`src/rtl/lcd_bus_sched_if.sv`:
```
// Requester/LCD-side signal bundle for lcd_bus_sched.
interface lcd_bus_sched_if;
   logic [1:0] req;
   logic [1:0] nib;
   logic [1:0] rs_in;
   logic [7:0] din0;
   logic [7:0] din1;
   logic [1:0] ack;
   logic       en;
   logic       rs;
   logic [3:0] data;
   logic       busy;

   modport master (output req, nib, rs_in, din0, din1,
                   input  ack, en, rs, data, busy);
   modport slave  (input  req, nib, rs_in, din0, din1,
                   output ack, en, rs, data, busy);
endinterface

```
`src/rtl/lcd_bus_sched.sv`:
```
// Two-requester scheduler driving a 4-bit HD44780-style LCD bus.
// Optional macro LCD_BUS_SCHED_FIXED_PRIO_EN: requester 0 always wins ties.
module lcd_bus_sched #(
   parameter int SHORT_WAIT = 0,
   parameter int LONG_WAIT  = 2
) (
   input  logic            clk,
   input  logic            reset_n,
   lcd_bus_sched_if.slave  bus
);
   localparam logic [3:0] SW = 4'(SHORT_WAIT);
   localparam logic [3:0] LW = 4'(LONG_WAIT);

   typedef enum logic [2:0] {IDLE, HI, HI_L, LO, LO_L, WAIT} state_t;

   state_t     state_q, state_d;
   logic [7:0] byte_q, byte_d;
   logic       rsl_q, rsl_d;
   logic       nib_q, nib_d;
   logic [3:0] cnt_q, cnt_d;
   logic [1:0] ack_q, ack_d;
   logic       en_q, en_d;
   logic       rs_q, rs_d;
   logic [3:0] data_q, data_d;
   logic       busy_q, busy_d;
   logic       win;
   logic [7:0] win_byte;
   logic [3:0] wait_n;

`ifdef LCD_BUS_SCHED_FIXED_PRIO_EN
   assign win = ~bus.req[0];
`else
   logic last_q, last_d;
   // On a tie, hand the bus to whoever did not get it last.
   assign win = (&bus.req) ? ~last_q : ~bus.req[0];
`endif

   assign win_byte = win ? bus.din1 : bus.din0;
   // Clear (0x01) and home (0x02/0x03) need the long settle time.
   assign wait_n = (!rsl_q && !nib_q &&
                    (byte_q == 8'h01 || byte_q == 8'h02 || byte_q == 8'h03)) ? LW : SW;

   always_comb begin
      state_d = state_q;
      byte_d  = byte_q;
      rsl_d   = rsl_q;
      nib_d   = nib_q;
      cnt_d   = cnt_q;
      ack_d   = 2'b00;
      en_d    = 1'b0;
      rs_d    = rs_q;
      data_d  = data_q;
`ifndef LCD_BUS_SCHED_FIXED_PRIO_EN
      last_d  = last_q;
`endif
      case (state_q)
         IDLE: begin
            if (|bus.req) begin
               byte_d     = win_byte;
               rsl_d      = bus.rs_in[win];
               nib_d      = bus.nib[win];
               ack_d[win] = 1'b1;
`ifndef LCD_BUS_SCHED_FIXED_PRIO_EN
               last_d     = win;
`endif
               state_d    = HI;
               en_d       = 1'b1;
               data_d     = win_byte[7:4];
               rs_d       = bus.rs_in[win];
            end
         end
         HI: state_d = HI_L;
         HI_L: begin
            if (nib_q) begin
               if (wait_n == 4'd0) state_d = IDLE;
               else begin
                  state_d = WAIT;
                  cnt_d   = wait_n;
               end
            end else begin
               state_d = LO;
               en_d    = 1'b1;
               data_d  = byte_q[3:0];
            end
         end
         LO: state_d = LO_L;
         LO_L: begin
            if (wait_n == 4'd0) state_d = IDLE;
            else begin
               state_d = WAIT;
               cnt_d   = wait_n;
            end
         end
         WAIT: begin
            if (cnt_q <= 4'd1) begin
               state_d = IDLE;
               cnt_d   = 4'd0;
            end else begin
               cnt_d   = cnt_q - 4'd1;
            end
         end
         default: state_d = IDLE;
      endcase
      busy_d = (state_d != IDLE);
   end

   always_ff @(posedge clk or negedge reset_n) begin
      if (!reset_n) begin
         state_q <= IDLE;
         byte_q  <= 8'h00;
         rsl_q   <= 1'b0;
         nib_q   <= 1'b0;
         cnt_q   <= 4'd0;
         ack_q   <= 2'b00;
         en_q    <= 1'b0;
         rs_q    <= 1'b0;
         data_q  <= 4'h0;
         busy_q  <= 1'b0;
`ifndef LCD_BUS_SCHED_FIXED_PRIO_EN
         last_q  <= 1'b1;
`endif
      end else begin
         state_q <= state_d;
         byte_q  <= byte_d;
         rsl_q   <= rsl_d;
         nib_q   <= nib_d;
         cnt_q   <= cnt_d;
         ack_q   <= ack_d;
         en_q    <= en_d;
         rs_q    <= rs_d;
         data_q  <= data_d;
         busy_q  <= busy_d;
`ifndef LCD_BUS_SCHED_FIXED_PRIO_EN
         last_q  <= last_d;
`endif
      end
   end

   assign bus.ack  = ack_q;
   assign bus.en   = en_q;
   assign bus.rs   = rs_q;
   assign bus.data = data_q;
   assign bus.busy = busy_q;
endmodule

```
`src/flat_wrapper.sv`:
```
// flat-port wrapper written by rule: the top's interface ports become plain ports
module lcd_bus_sched_flat 
#(
   parameter int SHORT_WAIT = 0,
   parameter int LONG_WAIT  = 2
)
  (clk, reset_n, bus_req, bus_nib, bus_rs_in, bus_din0, bus_din1, bus_ack, bus_en, bus_rs, bus_data, bus_busy);
  lcd_bus_sched_if bus_i ();
  input  logic clk;
  input  logic reset_n;
  input wire logic [$bits(bus_i.req)-1:0] bus_req;
  input wire logic [$bits(bus_i.nib)-1:0] bus_nib;
  input wire logic [$bits(bus_i.rs_in)-1:0] bus_rs_in;
  input wire logic [$bits(bus_i.din0)-1:0] bus_din0;
  input wire logic [$bits(bus_i.din1)-1:0] bus_din1;
  output wire logic [$bits(bus_i.ack)-1:0] bus_ack;
  output wire logic [$bits(bus_i.en)-1:0] bus_en;
  output wire logic [$bits(bus_i.rs)-1:0] bus_rs;
  output wire logic [$bits(bus_i.data)-1:0] bus_data;
  output wire logic [$bits(bus_i.busy)-1:0] bus_busy;
  assign bus_i.req = bus_req;
  assign bus_i.nib = bus_nib;
  assign bus_i.rs_in = bus_rs_in;
  assign bus_i.din0 = bus_din0;
  assign bus_i.din1 = bus_din1;
  assign bus_ack = bus_i.ack;
  assign bus_en = bus_i.en;
  assign bus_rs = bus_i.rs;
  assign bus_data = bus_i.data;
  assign bus_busy = bus_i.busy;
  lcd_bus_sched #(.SHORT_WAIT(SHORT_WAIT), .LONG_WAIT(LONG_WAIT)) u_core (.clk(clk), .reset_n(reset_n), .bus(bus_i));
endmodule
```
`config.mk`:
```
export PLATFORM = sky130hd
export DESIGN_NAME = lcd_bus_sched_flat
export DESIGN_NICKNAME = d
export VERILOG_FILES = /design/src/rtl/lcd_bus_sched_if.sv /design/src/rtl/lcd_bus_sched.sv /design/src/flat_wrapper.sv
export SDC_FILE = /design/constraint.sdc
export NUM_CORES = 1
export LEC_CHECK = 0
export BUFFER_PORTS_ARGS = -buffer_cell sky130_fd_sc_hd__buf_2
export CAP_MARGIN = 20
export CORE_ASPECT_RATIO = 1.1
export CORE_MARGIN = 2
export CORE_UTILIZATION = 50
export DETAILED_ROUTE_END_ITERATION = 10
export PLACE_DENSITY_LB_ADDON = 0.1
export SKIP_LAST_GASP = 1
export SLEW_MARGIN = 0
export SYNTH_ARGS = -nofsm -noshare
export SYNTH_HDL_FRONTEND = slang
export SYNTH_SLANG_ARGS = --single-unit
```
`constraint.sdc`:
```
create_clock -name clk -period 2.4 [get_ports clk]
set_input_delay 0.36 -clock clk [delete_from_list [all_inputs] [get_ports clk]]
set_output_delay 0.36 -clock clk [all_outputs]
set_load 0.03 [all_outputs]
```
-- Word level (Yosys, flattened, before mapping)
Index checks and enable logic that the tools add are counted.
- memories: 0
- bits of input ports: 24
- memory bits (writable): 0
- ROM bits: 0
- register bits: 26
- latch bits: 0
- output and inout bits: 9
- word-level logic and storage cells: 70
- equal/unequal tests: 11
- add/subtract/negate cells: 1
- bitwise logic cells: 2
- multiplexer cells: 26
- magnitude comparators: 3
- div/mod/pow operators: 0
- reduce and logical (&&, ||, !) cells: 17
- $mul: 0
- shifts and indexed selects: 0
- operators with widths (cell ; count):
    two-way mux 4 bit ; 5
    case mux 3 bit (6 select lines) ; 1
    equality test 8 x 2 -> 1 bit, second input constant ; 2
    two-way mux 3 bit ; 4
    case mux 4 bit (3 select lines) ; 1
    equality test 8 x 1 -> 1 bit, second input constant ; 1
    two-way mux 1 bit ; 8
    two-way mux 8 bit ; 1
    case mux 4 bit (2 select lines) ; 1
    equality test 3 x 2 -> 1 bit, second input constant ; 2
    equality test 3 bit, second input constant ; 2
    two-way mux 2 bit ; 3
    AND reduction 2 bit ; 3
    nonzero test 3 bit ; 2
    <= comparator 4 x 1 -> 1 bit, second input constant ; 1
    zero test 4 bit ; 1
    inequality test 2 x 1 -> 1 bit, second input constant ; 2
    subtractor 4 x 1 -> 4 bit, second input constant ; 1
    equality test 3 x 1 -> 1 bit, second input constant ; 1
    logical AND 1 bit ; 3
    zero test 3 bit ; 1
    AND reduction 3 bit ; 1
    zero test 1 bit ; 2
    logical OR 1 bit ; 2
    other kinds (8) ; 9

-- Logic depth before layout (Yosys ltp)
Gate-level depths: netlist of the first run.
- depth after elaboration: 10
- mapped depth: 6
- depth with buffers taken out: 6

-- Worst setup path after synthesis of the first run
No wires, ideal clock.
- kind: register to register
- start point: register u_core.cnt_q[0]
- end point: register u_core.cnt_q[3]
- setup slack: 0.957 ns
- stages on the path, launching flop included: 7
- period minus slack after synthesis: 1.443 ns
- path buffers: 0
- library setup time: 0.083 ns
- required time: 2.317 ns
- arrival: 1.360 ns
- cells stage by stage: dfrtp_1 inv_1 ha_1 nor2_1 nor3_1 or4_1 o21ai_0
- word-level cells in the longest chain between the ends: 3
- elaborated cells on any way between the ends: 4
- those cells by class: 1 x add/sub; 1 x order compare; 2 x mux
- RTL lines (what ; line ; text):
    from (decl) ; lcd_bus_sched.sv:20 ; logic [3:0] cnt_q, cnt_d;
    from (signal assigned) ; lcd_bus_sched.sv:127 ; cnt_q <= cnt_d;
    subtractor 4 x 1 -> 4 bit or <= comparator 4 x 1 -> 1 bit (tied branches) ; lcd_bus_sched.sv:99, lcd_bus_sched.sv:95 ;
    two-way mux 4 bit (*) ; lcd_bus_sched.sv:95 ; if (cnt_q <= 4'd1) begin
    case mux 4 bit (3 select lines) (*) ; lcd_bus_sched.sv:56 ; case (state_q)
Mark *: on every way between the ends. The rest lies on a longest branch, timed or not.
A chain may end at the register's enable or synchronous reset.

-- Worst setup path after layout of the first run
- start point: register u_core.last_q
- end point: register u_core.data_q[2] (netlist: u_core.bus.data[2])
- word-level cells in the longest chain between the ends: 5
- RTL lines (what ; line ; text):
    from (decl) ; lcd_bus_sched.sv:33 ; logic last_q, last_d;
    from (signal assigned) ; lcd_bus_sched.sv:134 ; last_q <= last_d;
    NOT 1 bit ; lcd_bus_sched.sv:35 ; assign win = (&bus.req) ? ~last_q : ~bus.req[0];
    two-way mux 1 bit ; lcd_bus_sched.sv:35 ;
    two-way mux 8 bit ; lcd_bus_sched.sv:38 ; assign win_byte = win ? bus.din1 : bus.din0;
    two-way mux 4 bit ; lcd_bus_sched.sv:58 ; if (|bus.req) begin
    case mux 4 bit (2 select lines) ; lcd_bus_sched.sv:56 ;
    to (signal assigned) ; lcd_bus_sched.sv:131 ; data_q <= data_d;
    to (decl) ; lcd_bus_sched.sv:24 ; logic [3:0] data_q, data_d;
No other way between the ends. The select of a mux whose other input is x is not followed.

==> results.ini, run 1 <==
[outcome]
outcome=complete, no violations

[route]
viasPerCell=5.50
drc=0
first_pass_iters=4
drt_iter0_drc=13
vias=1112
drt_wl_total_um=2760
wl_per_cell_um=13.6
ant_nets=0

[clock_tree]
ctsHoldBuffers=0
htree_levels=1
ctsResizeCount=0
post_cts.repair.setup_buffers=0
cts_buffers=3
clk_latency_ns=0.33
clkTransAtPathRegs_ns=0.14
root_buffer=clkbuf_4
cts.sinks=26
cts_tree=built
cts_buffer_depth=2

[logic_synthesis]
synth-edff-count=0
muxShareOfSynthArea_pct=5.19
yosys_most_used_dff=dfrtp_1
yosysSeqAreaShare_pct=48.2
synth_area_per_cell_um2=9.65
synth_top_family_by_area=simple AND/OR/NAND/NOR gates
synthXorXnorAreaFrac_pct=0
yosys.area_share.simple_pct=22.6
ys_top_cells_by_area=dfrtp_1 46%, nor2_1 6.7%, a21oi_1 5.9%
synthAdderAreaFrac_pct=1.85
async_flop_share_pct=100
synth_largest_area_cell=dfrtp_1
yosysWarnings=0
synth_compound_area_share_pct=16.4
syn_area_mm2=0.00135
syn_nets=166
ys_types=34
synth_top_area_share_pct=46.3
synth_cells=140
ys_seq_elements=26

[sta]
hold_viol=0
setup_tns_ns=0
timing.final.crit_share_pct=71.4
finClkSkew_ns=0.00230
max_slew_margin_pct=54.0
fmax_mhz=583
setup_viol=0
tightest_slew_ns=0.690
min_period_ns=1.71
setup_ws_ns=0.685
rsz0062_at_grt=no
slew_viol_final=0

[min_path]
hold_class=input port to async pin

[global_route]
grtUsageTotal_pct=21.3
grt.busiest_layer=met2
grt_pass1_wl_um=4880
grtUsageMet2_pct=34.4
grt_pass1_vias=1142
antenna_found_initial=0
use_met1_pct=28.2
grt_max_degree=27
use_met3_pct=3.55
overflow=0

[worst_setup_path]
crit_fanout=16
cp-end-kind=flip-flop
cp.required_ns=2.62
cp_data_arrival_time_ns=1.94
critical_path_class=flip-flop to flip-flop
critPathLaunchType=flip-flop

[floorplan]
fp.dieW_um=53.6
boundaryPins=33
core_mm2=0.00254
fp-row-count=19
die_h_um=58.5
initial_core_util_pct=53.1
fp.dieArea_mm2=0.00313

[place]
gp_congestion=0.868
port_buffers=32
hpwl_um=2120
place_ws_ns=0.595

[job]
drv_cap=0

[final_layout]
syn_to_final_growth_pct=14.4
diodes=0
fin_util_pct=60.8
nets=198
final_layout_size_suffix_gt1_share_pct=25.7

[power]
power_frac_comb_pct=44.9
leakagePower_nw=0.751
p_int_w=0.00108
seqPwrFrac_pct=43.5
switching_share_pct=44.3
power.density_mw_per_mm2=1250
vdd_ir_drop_max_mv=0.730
p_clk_share_pct=11.6
switching_power_w=0.000858

==> Yosys cell counts (all sizes together) (3+ instances only) <==
cell    instances
nand2b          3
nand3           4
nor4            3
nor2           25
nor2b           3
inv             6
buf             7
dfrtp          25
nand2          11
o31ai           5
mux2i           7
a221oi          4
a21oi          16
==> logic make-up (layout without fill, tap and decap cells) <==
logic type / after synthesis / in the layout
buffers and inverters: 13 / 44
AO/OA/AOI/OAI: 35 / 35
flip-flops: 26 / 26
multiplexers: 7 / 7
adder cells (fa/ha/maj): 2 / 2
AND/OR/NAND/NOR: 57 / 57
==> final cells by class <==
type | count | area (µm²)
fillers | 237 | 997
repair buffers | 34 | 175
multi-input cells | 101 | 622
inverters | 6 | 22.5
clock buffers | 4 | 36.3
well taps | 31 | 38.8
flip-flops and latches | 26 | 652
==> worst max-delay path, stage by stage (launching register included) <==
cell,delay [ns]
dfstp_2,0.58
nor2b_4,0.05
nand2b_1,0.45
a221oi_1,0.41
o31ai_1,0.12
==> power groups by stage <==
| stage | sequential, W | clock, W | combinational (W) |
|---|---|---|---|
| final | 0.000842 | 0.000225 | 0.000870 |
| after detailed placement | 0.000854 | 0 | 0.000877 |
| after floorplan | 0.000901 | 0 | 0.000614 |
| after global placement | 0.000847 | 0 | 0.000847 |
| after CTS | 0.000843 | 0.000233 | 0.000879 |
| after global routing | 0.000869 | 0.000248 | 0.000988 |
==> cells in the final DEF, fill, tap and decap left out, types with 2 or more instances in the layout <==
cell type  count
buf_2         32
dfrtp_1       25
nor2_1        24
a21oi_1       16
nand2_1       11
mux2i_1        7
inv_1          6
o31ai_1        5
a221oi_1       4
nand2b_1       3
nand3_1        3
clkbuf_4       3
nor3_1         2
nor4_1         2
nor2b_1        2
a31oi_1        2
o21ai_0        2
o21a_1         2
and2_1         2
ha_1           2
buf_4          2
==> flip-flops by register name, indices dropped and copies added, names as in the netlist <==
signal           cells
u_core.last_q        1
u_core.bus.data      4
u_core.byte_q        8
u_core.bus.en        1
u_core.cnt_q         4
u_core.bus.rs        1
u_core.state_q       3
u_core.bus.busy      1
u_core.bus.ack       2
u_core.nib_q         1
==> stage by stage <==
stage / hold WS (ns) / total power [W] / area (µm²) / cells
final: 0.000813 / 0.00194 / 1550 / 202
after global routing: 0.0425 / 0.00210 / 1550 / 202
after floorplan: 0.0644 / 0.00152 / 1350 / 140
after detailed placement: 0.400 / 0.00173 / 1510 / 198
after CTS: 0.0250 / 0.00196 / 1550 / 202
after global placement: 0.392 / 0.00169 / 1510 / 198
==> layer usage <==
metal  up-vias  part of all wire [%]
met5         -                     0
met1       521                    45
li1        555                     -
met4         0                   1.7
met2        31                    49
met3         5                   4.5
==> worst paths after layout <==
kind | startpoint | end | slack (ns) | cells after the start
hold / removal | reset_n | u_core.cnt_q[1]$_DFFE_PN0P_ | 0.0008 | 1
min in group clk | bus_nib[0] | u_core.nib_q$_DFFE_PN0P_ | 0.32 | 3
hold reg to reg | u_core.bus.data[3]$_DFFE_PN0P_ | u_core.bus.data[3]$_DFFE_PN0P_ | 0.50 | 2
setup / recovery | u_core.last_q$_DFFE_PN1P_ | u_core.bus.data[2]$_DFFE_PN0P_ | 0.69 | 4
max in group asynchronous | reset_n | u_core.last_q$_DFFE_PN1P_ | 2.02 | 1
setup reg to reg | u_core.last_q$_DFFE_PN1P_ | u_core.bus.data[2]$_DFFE_PN0P_ | 0.69 | 4
Power figures use the tool's default switching activity.
==> run 2, diff against run 1 <==
--- a/config.mk
+++ b/config.mk
@@ -5,11 +5,12 @@
 export SDC_FILE = /design/constraint.sdc
 export NUM_CORES = 1
 export LEC_CHECK = 0
+export ABC_AREA = 1
 export BUFFER_PORTS_ARGS = -buffer_cell sky130_fd_sc_hd__buf_2
 export CAP_MARGIN = 20
 export CORE_ASPECT_RATIO = 1.1
 export CORE_MARGIN = 2
-export CORE_UTILIZATION = 50
+export CORE_UTILIZATION = 46
 export DETAILED_ROUTE_END_ITERATION = 10
 export PLACE_DENSITY_LB_ADDON = 0.1
 export SKIP_LAST_GASP = 1
==> constraint.sdc (replaced) <==
create_clock -name clk -period 1.5 [get_ports clk]
set_input_delay 0.225 -clock clk [delete_from_list [all_inputs] [get_ports clk]]
set_output_delay 0.225 -clock clk [all_outputs]
set_load 0.03 [all_outputs]
==> results.ini, run 2 <==
[outcome]
outcome=complete, no violations

[logic_synthesis]
synth_top_area_share_pct=48.4
synth_common_cells=43 x nand2_1, 25 x dfrtp_1, 22 x o21ai_0, 21 x nor2_1, 17 x inv_1
ys_seq_elements=26
yosys_most_used_dff=dfrtp_1
synth_cells=162
yosysWarnings=0
syn_area_mm2=0.00129
yosysSeqAreaShare_pct=50.4
synth_largest_area_cell=dfrtp_1
synth-edff-count=0
synth_area_per_cell_um2=7.98
synthMostInstantiatedCell=nand2_1
async_flop_share_pct=100
ys_top_cells_by_area=dfrtp_1 48%, nand2_1 12%, o21ai_0 8.5%
ys_types=26
syn_nets=188

[sta]
timing.final.crit_share_pct=92.4
setup_viol=0
hold_viol=0
setup_tns_ns=0
min_period_ns=1.39
rsz0062_at_grt=no
tightest_slew_ns=0.570
setup_ws_ns=0.115
finClkSkew_ns=0.0132
max_slew_margin_pct=62.0
fmax_mhz=722
slew_viol_final=0

[route]
drt_iter0_drc=16
drc=0
drt_wl_total_um=2680
first_pass_iters=4
ant_nets=0
viasPerCell=4.83
vias=1120
wl_per_cell_um=11.6

[final_layout]
layout_commonest_cell=nand2_1
nets=226
fin_util_pct=56.9
top_register=u_core.byte_q
final_cell_mix=43 x nand2_1, 32 x buf_2, 25 x dfrtp_1
fillCellCount=278
largest_reg_flops=8
diodes=0
final_layout_size_suffix_gt1_share_pct=27.1
syn_to_final_growth_pct=20.0

[place]
hpwl_um=2130
gp_congestion=0.774
place_ws_ns=0.130
port_buffers=32

[clock_tree]
cts.sinks=26
htree_levels=1
clkTransAtPathRegs_ns=0.14
clk_latency_ns=0.32
cts_buffer_depth=2
cts_buffers=3
cts_tree=built
root_buffer=clkbuf_4

[worst_setup_path]
worstReg2RegEnd=u_core.bus.rs$_DFFE_PN0P_
crit_fanout=16
cp-end-kind=flip-flop
r2r_start=u_core.state_q[0]$_DFF_PN0_
cp_data_arrival_time_ns=1.62
critPathLaunchType=flip-flop
reg2regPathDepth=5
cp.required_ns=1.73
r2r_slack_ns=0.11
critical_path_class=flip-flop to flip-flop

[floorplan]
fp.dieW_um=54.5
fp-row-count=20
fp.dieArea_mm2=0.00325
initial_core_util_pct=47.4
boundaryPins=33
core_mm2=0.00273
die_h_um=59.6

[global_route]
grt_max_degree=27
grt_pass1_wl_um=4550
overflow=0
grt_pass1_vias=1070
grtUsageTotal_pct=19.5
antenna_found_initial=0

[job]
drv_cap=0

[min_path]
whs_endpoint=u_core.byte_q[2]$_DFFE_PN0P_
worstHoldStart=bus_din0[2]
holdPathStages=3
hold_class=input port to flip-flop

[power]
vdd_ir_drop_max_mv=1.11
power.density_mw_per_mm2=2090
leakagePower_nw=0.840

==> run 2: changes by cell type after synthesis, moves of 3 or more <==
cell | previous run | this run
a21oi_1 | 16 | 3
a221oi_1 | 4 | 0
buf_4 | 3 | 0
inv_1 | 6 | 17
mux2i_1 | 7 | 0
nand2_1 | 11 | 43
nand2b_1 | 3 | 0
nor2_1 | 24 | 21
o21ai_0 | 2 | 22
o21ai_1 | 0 | 4
o31ai_1 | 5 | 0
==> run 2: final cells by class <==
class                      count  area, µm²  area share [%]
clock buffer                   4       36.3            2.34
tap                           33       41.3            2.66
multi-input combinational    113        552            35.6
sequential                    26        652            42.0
timing repair buffer          36        193            12.4
inverter                      20       77.6            5.00
==> run 2: worst max path at each step <==
| stage | from | slack, ns | depth (start not counted) | to |
|---|---|---|---|---|
| floorplan | u_core.cnt_q[0]$_DFFE_PN0P_ | 0.19 | 7 | u_core.bus.busy$_DFF_PN0_ |
| global placement | u_core.last_q$_DFFE_PN1P_ | 0.14 | 7 | u_core.bus.data[3]$_DFFE_PN0P_ |
| detailed placement | u_core.last_q$_DFFE_PN1P_ | 0.13 | 7 | u_core.bus.data[3]$_DFFE_PN0P_ |
| CTS | u_core.state_q[0]$_DFF_PN0_ | 0.09 | 5 | u_core.bus.rs$_DFFE_PN0P_ |
| global route | u_core.state_q[0]$_DFF_PN0_ | 0.005 | 5 | u_core.bus.rs$_DFFE_PN0P_ |
| finish | u_core.state_q[0]$_DFF_PN0_ | 0.11 | 5 | u_core.bus.rs$_DFFE_PN0P_ |
==> run 2: cells by family after synthesis <==
kind of cell | share of synthesized area [%]
fa+ha+maj | 1.94
compound gates | 13.0
flops | 50.4
xor+xnor | 0.678
simple gates | 26.8
buf+inv | 7.16
==> run 2: per-layer routing <==
layer / wire length (µm) / GRT usage, % / part of all wire [%]
met5: 0 / 0 / 0
met4: 20 / 7.50 / 0.75
met3: 100 / 2.53 / 3.7
met2: 1290 / 32.0 / 48
met1: 1280 / 25.7 / 48
==> run 2: worst max-delay path, stage by stage (launching register included) <==
cell     delay, ns
dfrtp_1       0.46
nor2_4        0.17
nand3_4       0.15
inv_2         0.23
o21ai_0       0.12
o21ai_0       0.17
==> run 2: timing repair <==
| item | in CTS | in global routing |
|---|---|---|
| hold endpoints to repair | 25 | 0 |
| setup endpoints to repair | 0 | 6 |
| gates resized for setup | 0 | 2 |
| hold buffers | 1 | 0 |
| setup buffers | 0 | 1 |
==> run 2: report_power, final <==
part	internal, W	switching [W]	leakage [nW]
sequential	0.00104	0.000216	0.323
combinational	0.000575	0.00107	0.496
clock	0.000148	0.000202	0.0210
==> run 2: stage by stage <==
stage | cells | hold slack, ns | cell area [µm²] | total power [W]
CTS | 231 | 0.164 | 1540 | 0.00327
detailed placement | 226 | 0.260 | 1490 | 0.00291
finish | 232 | 0.173 | 1550 | 0.00325
floorplan | 162 | -0.0706 | 1290 | 0.00245
global route | 232 | 0.186 | 1550 | 0.00355
global placement | 226 | 0.250 | 1490 | 0.00285
